--- src/rtl/btn_pkg.sv ---
// btn_pkg: shared button-conditioner constants and the default button vector type
package btn_pkg;
    localparam int N_BTN_DEF      = 4;
    localparam int DEBOUNCE_SIM   = 4;
    localparam int DEBOUNCE_BOARD = 1_000_000;
    typedef logic [N_BTN_DEF-1:0] btn_vec_t;
endpackage

--- src/rtl/debounce_cell.sv ---
// debounce_cell: one button - two-FF synchroniser, stable-count debouncer, press pulse and toggle bit
module debounce_cell
    import btn_pkg::*;
#(
    parameter int DEBOUNCE_CYCLES = DEBOUNCE_SIM,
    localparam int CNT_W = $clog2(DEBOUNCE_CYCLES) + 1
) (
    input  logic i_clk,
    input  logic i_rst_n,
    input  logic i_raw,
    output logic o_level,
    output logic o_rise,
    output logic o_toggle
);
    logic             r_s1;
    logic             r_s2;
    logic [CNT_W-1:0] r_cnt;
    logic             r_level;
    logic             r_rise;
    logic             r_toggle;
    logic             w_differs;
    logic             w_accept;
    logic             w_press;

    assign w_differs = r_s2 != r_level;
    assign w_accept  = w_differs && (r_cnt == CNT_W'(DEBOUNCE_CYCLES - 1));
    assign w_press   = w_accept && r_s2 && !r_level;

    // synchronise the pin, count consecutive differing samples, accept after the full run
    always_ff @(posedge i_clk or negedge i_rst_n) begin
        if (!i_rst_n) begin
            r_s1     <= 1'b0;
            r_s2     <= 1'b0;
            r_cnt    <= '0;
            r_level  <= 1'b0;
            r_rise   <= 1'b0;
            r_toggle <= 1'b0;
        end else begin
            r_s1     <= i_raw;
            r_s2     <= r_s1;
            r_cnt    <= (!w_differs || w_accept) ? '0 : r_cnt + CNT_W'(1);
            r_level  <= w_accept ? r_s2 : r_level;
            r_rise   <= w_press;
            r_toggle <= r_toggle ^ w_press;
        end
    end

    assign o_level  = r_level;
    assign o_rise   = r_rise;
    assign o_toggle = r_toggle;
endmodule

--- src/rtl/btn_debounce_toggle.sv ---
// btn_debounce_toggle: per-button debounce, press pulse and press-to-toggle blanking mask
module btn_debounce_toggle
    import btn_pkg::*;
#(
    parameter int N_BTN           = N_BTN_DEF,
    parameter int DEBOUNCE_CYCLES = DEBOUNCE_SIM
) (
    input  logic             i_clk,
    input  logic             i_rst_n,
    input  logic [N_BTN-1:0] i_btn_raw,
    output logic [N_BTN-1:0] o_btn_level,
    output logic [N_BTN-1:0] o_btn_rise,
    output logic [N_BTN-1:0] o_btn_mask
);
    for (genvar g = 0; g < N_BTN; g++) begin : g_btn
        debounce_cell #(.DEBOUNCE_CYCLES(DEBOUNCE_CYCLES)) u_cell (
            .i_clk    (i_clk),
            .i_rst_n  (i_rst_n),
            .i_raw    (i_btn_raw[g]),
            .o_level  (o_btn_level[g]),
            .o_rise   (o_btn_rise[g]),
            .o_toggle (o_btn_mask[g])
        );
    end
endmodule

--- config.mk ---
export PLATFORM = sky130hd
export DESIGN_NAME = btn_debounce_toggle
export DESIGN_NICKNAME = d
export VERILOG_FILES = /design/src/rtl/btn_pkg.sv /design/src/rtl/debounce_cell.sv /design/src/rtl/btn_debounce_toggle.sv
export SDC_FILE = /design/constraint.sdc
export NUM_CORES = 1
export LEC_CHECK = 0
export CORE_MARGIN = 5
export CORE_UTILIZATION = 56
export DETAILED_ROUTE_END_ITERATION = 10
export PLACE_DENSITY = 0.78
export SYNTH_ARGS = -nofsm -noshare
export SYNTH_HDL_FRONTEND = slang
export SYNTH_SLANG_ARGS = --single-unit
--- constraint.sdc ---
create_clock -name i_clk -period 2.19 [get_ports i_clk]
set_input_delay 0.438 -clock i_clk [delete_from_list [all_inputs] [get_ports i_clk]]
set_output_delay 0.438 -clock i_clk [all_outputs]
set_load 0.03 [all_outputs]
==> summary.md, run 1 <==
| Metric | Value |
|---|---|
| CORE AREA | between 2000 and 2500 sq um |
| Final ANT Viol Nets | 0 |
| Outcome | finished, final reports clean |
| Count leader, synth | dfrtp_1 |
| Placer Congestion | 0.6555 |
| Tmin final | 1864 ps |
| Pint | 0.001227 W |
| Die width | 57.51 um |
| DR WL/cell | between 10 and 15 um |
| Finished Cell Area | 1445 sq um |
| Combinational power share | approximately a third |
| Hold Slack | 353.7 ps |
| Switching Share | 33.66% |
| Initial Util | 57.68% |
| Final hold vios | 0 |
| R2r setup slk | 900 ps |
| Sequential power share | 46.8% |
| ANT cells | 0 |
| # DRC | 0 |
| Hold-fix buffers, CTS | 0 |
| Rows | 17 |
| Async S/R FF share, synth | 100.0% |
| Startpoint types | register |
| DR pass1 iterations | 3 |
| Worst Max-Slew Pin Slew | 387.9 ps |
| Psw | 0.0006226 W |
| CP arrival | 1430 ps |
| CTS Buf Count | 5 |
| Critical path cell sequence | clkdlybuf4s50_1 |
| Setup ws final | 326.4 ps |
| Clock skew | about 4.7 ps |
| Clock-pin slew on the worst setup and hold paths | 90 ps |
| Synth Area per Inst | between 10 and 15 sq um |
| Delay-heaviest family, CP | buffers and inverters |
| CP required | 1750 ps |
| Synthesized cell area | ~1300 sq um |
| Port Buffers | 17 |
| First-pass GRT wire length | 2898 um |
| Area leader, netlist | dfrtp_1 |
| CTS tree | yes |
| Share of cells above drive strength 1 | 15.84% |
| Die height | around 58 um |
| CTS sink cnt | 32 |
| Ys flop type | dfrtp_1 |
| YS warnings | 0 |
| Via count | 638 |
| Post-CTS sizing | 0 |
| Synth top cells by count | dfrtp_1, buf_4, ha_1, nor3_1, inv_1 |
| Initial antenna violation count | 0 |
| Number of buffers and inverters on the critical path | 1 |
| WL final | about 1600 um |
| Clock latency on the worst-skew pair | about 320 ps |
| Root Buffer | clkbuf_4 |
| Top post-synthesis cells by area | dfrtp_1, ha_1, buf_4, xor2_2, xnor2_1 |
| Final HPWL DP | approximately 1200 um |
| Largest fanout on the critical path | 4 |
| Cell Pwr Density | 1280 nW/um^2 |
| Worst rel slew slack | 74.14% |
| Yosys cell types | 13 |
| Maximum VDD drop | roughly 780 uV |
| Final period util | 85.09% |
| Post-CTS setup buffers | 0 |
| Fin. max-slew vios | 0 |
| Dpl cell area | between 1000 and 1500 sq um |
| H-Tree Level Count | 2 |
| Post-synth EDFFs | 0 |
| Sequential area share after synthesis | 63.37% |
| DR iter-0 viols | 2 |
| Clk buf depth | 2 |
| Dpl ws | 672.0 ps |
| Mapped Nets | 101 |
| Area grow syn2layout | 14.36% |
| Drt via density | 4.946 |
| Die area | about 3300 sq um |
| Post-synthesis cell count | 87 |
| Flops & latches, synth | 32 |
| RSZ-0062 raised after global routing | no |
| Clock power frac | 18.3% |
| MaxCap Viol Count | 0 |
| Max Clk Rate | roughly 540 MHz |
| Sum of negative setup slack | 0 ps |
| Setup violations, final | 0 |
| Filler Cells Inserted | 171 |
| Critical Path Sink Type | primary output |
| I/O Pins | 18 |
| Gr usage total | 12.39% |
| Post-synth top area share | about 63% |
| Vias in the first global route | between 600 and 700 |
| Largest net degree at the start of global routing | 33 |
| Final net count | 114 |
| Crit path largest cell delay | just under 700 ps |
| Hold Path Class | reg -> reg |
| Total gr overflow | 0 |
| Setup CP Type | reg -> out |
| Critical path's slowest cell | clkdlybuf4s50_1 |
| P_leak | 0.6586 nW |
-- state kept, by name, summed over array words and instances (netlist names) --
| register | count |
|---|---|
| g_btn.u_cell.o_level | 4 |
| g_btn.u_cell.o_rise | 4 |
| g_btn.u_cell.o_toggle | 4 |
| g_btn.u_cell.r_cnt | 12 |
| g_btn.u_cell.r_s1 | 4 |
| g_btn.u_cell.r_s2 | 4 |
-- path summary, 6_finish.rpt --
path,from,to,cells after the start
worst max-delay path,g_btn[0].u_cell.o_level,o_btn_level[0],1
worst min-delay path,g_btn[2].u_cell.r_s1,g_btn[2].u_cell.r_s2,0
worst max register to register,g_btn[3].u_cell.r_cnt[0],g_btn[3].u_cell.o_toggle,4
worst min register to register,g_btn[2].u_cell.r_s1,g_btn[2].u_cell.r_s2,0
max in group asynchronous,i_rst_n,g_btn[2].u_cell.r_s2,2
min in group asynchronous,i_rst_n,g_btn[1].u_cell.o_level,2
-- layer usage --
layer | vias up | global-route usage [%] | share of wire [%]
li1 | 294 | - | -
met2 | 17 | 17.90 | 49
met3 | 5 | 7.466 | 8.3
met5 | - | 0 | 0
met4 | 0 | 7.947 | 3.0
met1 | 322 | 13.70 | 40
-- area by class of cell --
class	instances	area, sq um	share of cell area [%]
Sequential cell	32	800.8	55.41
Clock buffer	8	58.81	4.069
Tap cell	28	35.03	2.424
Inverter	6	22.52	1.558
Timing Repair Buffer	18	177.7	12.29
Multi-Input combinational cell	37	350.3	24.24
-- power by group through the flow --
stage	Combinational [W]	Sequential [W]	Clock, W
floorplan	0.000543	0.000855	0
global placement	0.000633	0.000866	0
detailed placement	0.000659	0.000881	0
CTS	0.000662	0.000869	0.000357
global route	0.000711	0.000890	0.000381
finish	0.000647	0.000866	0.000338
-- kinds of logic after synthesis --
group	after synthesis	share of synthesized area [%]
AO/OA/AOI/OAI	1	0.3957
XOR/XNOR	8	7.327
adder cells (fa/ha/maj)	8	7.921
buffers and inverters	18	8.911
flip-flops	32	63.37
multiplexers	3	2.673
AND/OR/NAND/NOR	17	9.406
-- per-stage QoR --
stage                     util (%)  power, W  std cells
final                        65.96  0.001850        129
after global routing         65.96  0.001982        129
after CTS                    65.96  0.001888        129
after detailed placement     63.28  0.001540        121
after global placement       63.28  0.001499        121
after floorplan                  -  0.001399         87
-- cell usage in the layout, fill, tap and decap left out --
cell type / count
inv_1: 6
nand2_1: 1
mux2_2: 3
o21ai_0: 1
ha_1: 8
xor2_2: 3
clkbuf_4: 5
dfrtp_1: 32
nor3b_1: 4
nor3_1: 8
buf_4: 1
clkbuf_8: 1
nand3b_1: 1
xnor2_1: 5
clkdlybuf4s50_1: 17
and3b_4: 3
clkbuf_1: 2
No activity file was read; power rests on OpenSTA's default activity.
==> run 2: changes to the inputs <==
==> constraint.sdc (replaced) <==
create_clock -name i_clk -period 2.15 [get_ports i_clk]
set_input_delay 0.43 -clock i_clk [delete_from_list [all_inputs] [get_ports i_clk]]
set_output_delay 0.43 -clock i_clk [all_outputs]
set_load 0.03 [all_outputs]
==> run 2 against run 1 <==
Cell count unchanged; non-clock buffer count unchanged; hold slack is essentially flat; combinational power increased by 1%; first-iteration DRC count down 50%; sequential cell count is the same; wire length shrank 4.4%; die area unchanged; final area is 0.17% higher; global-route usage rose by 0.083 points; critical path type unchanged; critical endpoint is now o_btn_level[1]; largest cell class unchanged; highest routed layer unchanged.
==> summary.md, run 2 (synthesized netlist as in run 1, its figures left out) <==
| Metric | Value |
|---|---|
| First-pass GRT wire length | 2953 um |
| Die area | between 3000 and 4000 sq um |
| Dpl ws | ~640 ps |
| Number of buffers and inverters on the critical path | 1 |
| DR iter-0 viols | 1 |
| Critical path cell sequence | clkdlybuf4s50_1 |
| Via count | 634 |
| Final HPWL DP | between 1000 and 1500 um |
| # DRC | 0 |
| Die width | around 58 um |
| Gr usage total | 12.48% |
| ANT cells | 0 |
| Max FFs per register | 12 |
| RSZ-0062 raised after global routing | no |
| Total gr overflow | 0 |
| Pint | 0.001244 W |
| MaxCap Viol Count | 0 |
| Psw | 0.0006331 W |
| Area of the multi-input gates | between 300 and 400 sq um |
| Worst rel slew slack | 74.80% |
| Core Util, Final | 66.08% |
| Sequential power share | 46.9% |
| CP required | ~1700 ps |
| Initial Util | 57.68% |
| Largest fanout on the critical path | 4 |
| Root Buffer | clkbuf_4 |
| Hold Path Class | reg -> reg |
| Area grow syn2layout | 14.55% |
| CTS sink cnt | 32 |
| Clock power frac | between 10% and 20% |
| Final net count | approximately 110 |
| Max Clk Rate | 539.5 MHz |
| Largest Register | g_btn.u_cell.r_cnt |
| DR WL/cell | 12.02 um |
| Clock skew | 12.96 ps |
| Tmin final | 1853 ps |
| WL final | 1550 um |
| Rows | 17 |
| Commonest non-fill, non-tap cell in the layout | dfrtp_1 |
| Drt via density | about 4.9 |
| Outcome | finished, final reports clean |
| H-Tree Level Count | 2 |
| CP arrival | 1420 ps |
| CTS Buf Count | 5 |
| P_leak | 0.6641 nW |
| Final hold vios | 0 |
| Setup violations, final | 0 |
| Crit path largest cell delay | 690 ps |
| Vias in the first global route | 664 |
| Initial antenna violation count | 0 |
| Sum of negative setup slack | 0 ps |
| Setup CP Type | reg -> out |
| Cell Pwr Density | 1297 nW/um^2 |
| Final ANT Viol Nets | 0 |
| Maximum VDD drop | 866.0 uV |
| Register Area | 800.8 sq um |
| Final period util | 86.21% |
| CORE AREA | 2191 sq um |
| Share of cells above drive strength 1 | 17.82% |
| Die height | 57.51 um |
| Delay-heaviest family, CP | buffers and inverters |
| Post-CTS sizing | 0 |
| Combinational power share | 34.9% |
| Finished Cell Area | 1448 sq um |
| I/O Pins | 18 |
| Most frequent cells in the layout | dfrtp_1, clkdlybuf4s50_1, nor3_1, ha_1, inv_1 |
| Port Buffers | 17 |
| DR pass1 iterations | 3 |
| Dpl cell area | ~1400 sq um |
| Clock-pin slew on the worst setup and hold paths | approximately 100 ps |
| Critical path's slowest cell | clkdlybuf4s50_1 |
| Fin. max-slew vios | 0 |
| Clk buf depth | 2 |
| CTS tree | yes |
| Filler Cells Inserted | 166 |
| Hold-fix buffers, CTS | 0 |
| Largest net degree at the start of global routing | 33 |
| Clock latency on the worst-skew pair | 320 ps |
| Hold Slack | about 350 ps |
| Worst Max-Slew Pin Slew | between 300 and 400 ps |
| Setup ws final | a little under 300 ps |
| Placer Congestion | about 0.66 |
| Switching Share | between 30% and 40% |
| Post-CTS setup buffers | 0 |
| Startpoint types | register |
| Critical Path Sink Type | primary output |
[run 2: worst paths after layout]
kind | start | to | slack, ps | cells after the start
worst max register to register | g_btn[2].u_cell.r_cnt[0] | g_btn[2].u_cell.o_toggle | 850 | 4
min in group asynchronous | i_rst_n | g_btn[0].u_cell.r_cnt[2] | 490 | 2
worst min-delay path | g_btn[0].u_cell.r_s1 | g_btn[0].u_cell.r_s2 | 350 | 0
max in group asynchronous | i_rst_n | g_btn[0].u_cell.r_s1 | 1380 | 2
worst max-delay path | g_btn[1].u_cell.o_level | o_btn_level[1] | 300 | 1
worst min register to register | g_btn[0].u_cell.r_s1 | g_btn[0].u_cell.r_s2 | 350 | 0
[run 2: area by class of cell]
cell class	count	share of cell area [%]
multi-input combinational	37	24.20
clock buffer	6	3.544
inverter	6	1.556
timing repair buffer	18	12.27
clock inverter	2	0.6914
tap	28	2.420
sequential	32	55.32
[run 2: power by group through the flow]
stage | registers [W] | clock network, W | logic (W)
global placement | 0.000882 | 0 | 0.000645
finish | 0.000881 | 0.000341 | 0.000656
floorplan | 0.000871 | 0 | 0.000553
CTS | 0.000885 | 0.000359 | 0.000672
detailed placement | 0.000897 | 0 | 0.000668
global route | 0.000912 | 0.000393 | 0.000720
[run 2: through the flow]
step	power (W)	instances
after floorplan	0.001425	87
after global placement	0.001527	121
after detailed placement	0.001565	121
after CTS	0.001916	129
after global routing	0.002024	129
final	0.001877	129
[run 2: routing by layer]
metal | global-route usage (%) | part of all wire, %
met1 | 13.52 | 38
met2 | 18.39 | 51
met3 | 6.109 | 8.6
met4 | 9.934 | 3.1
met5 | 0 | 0
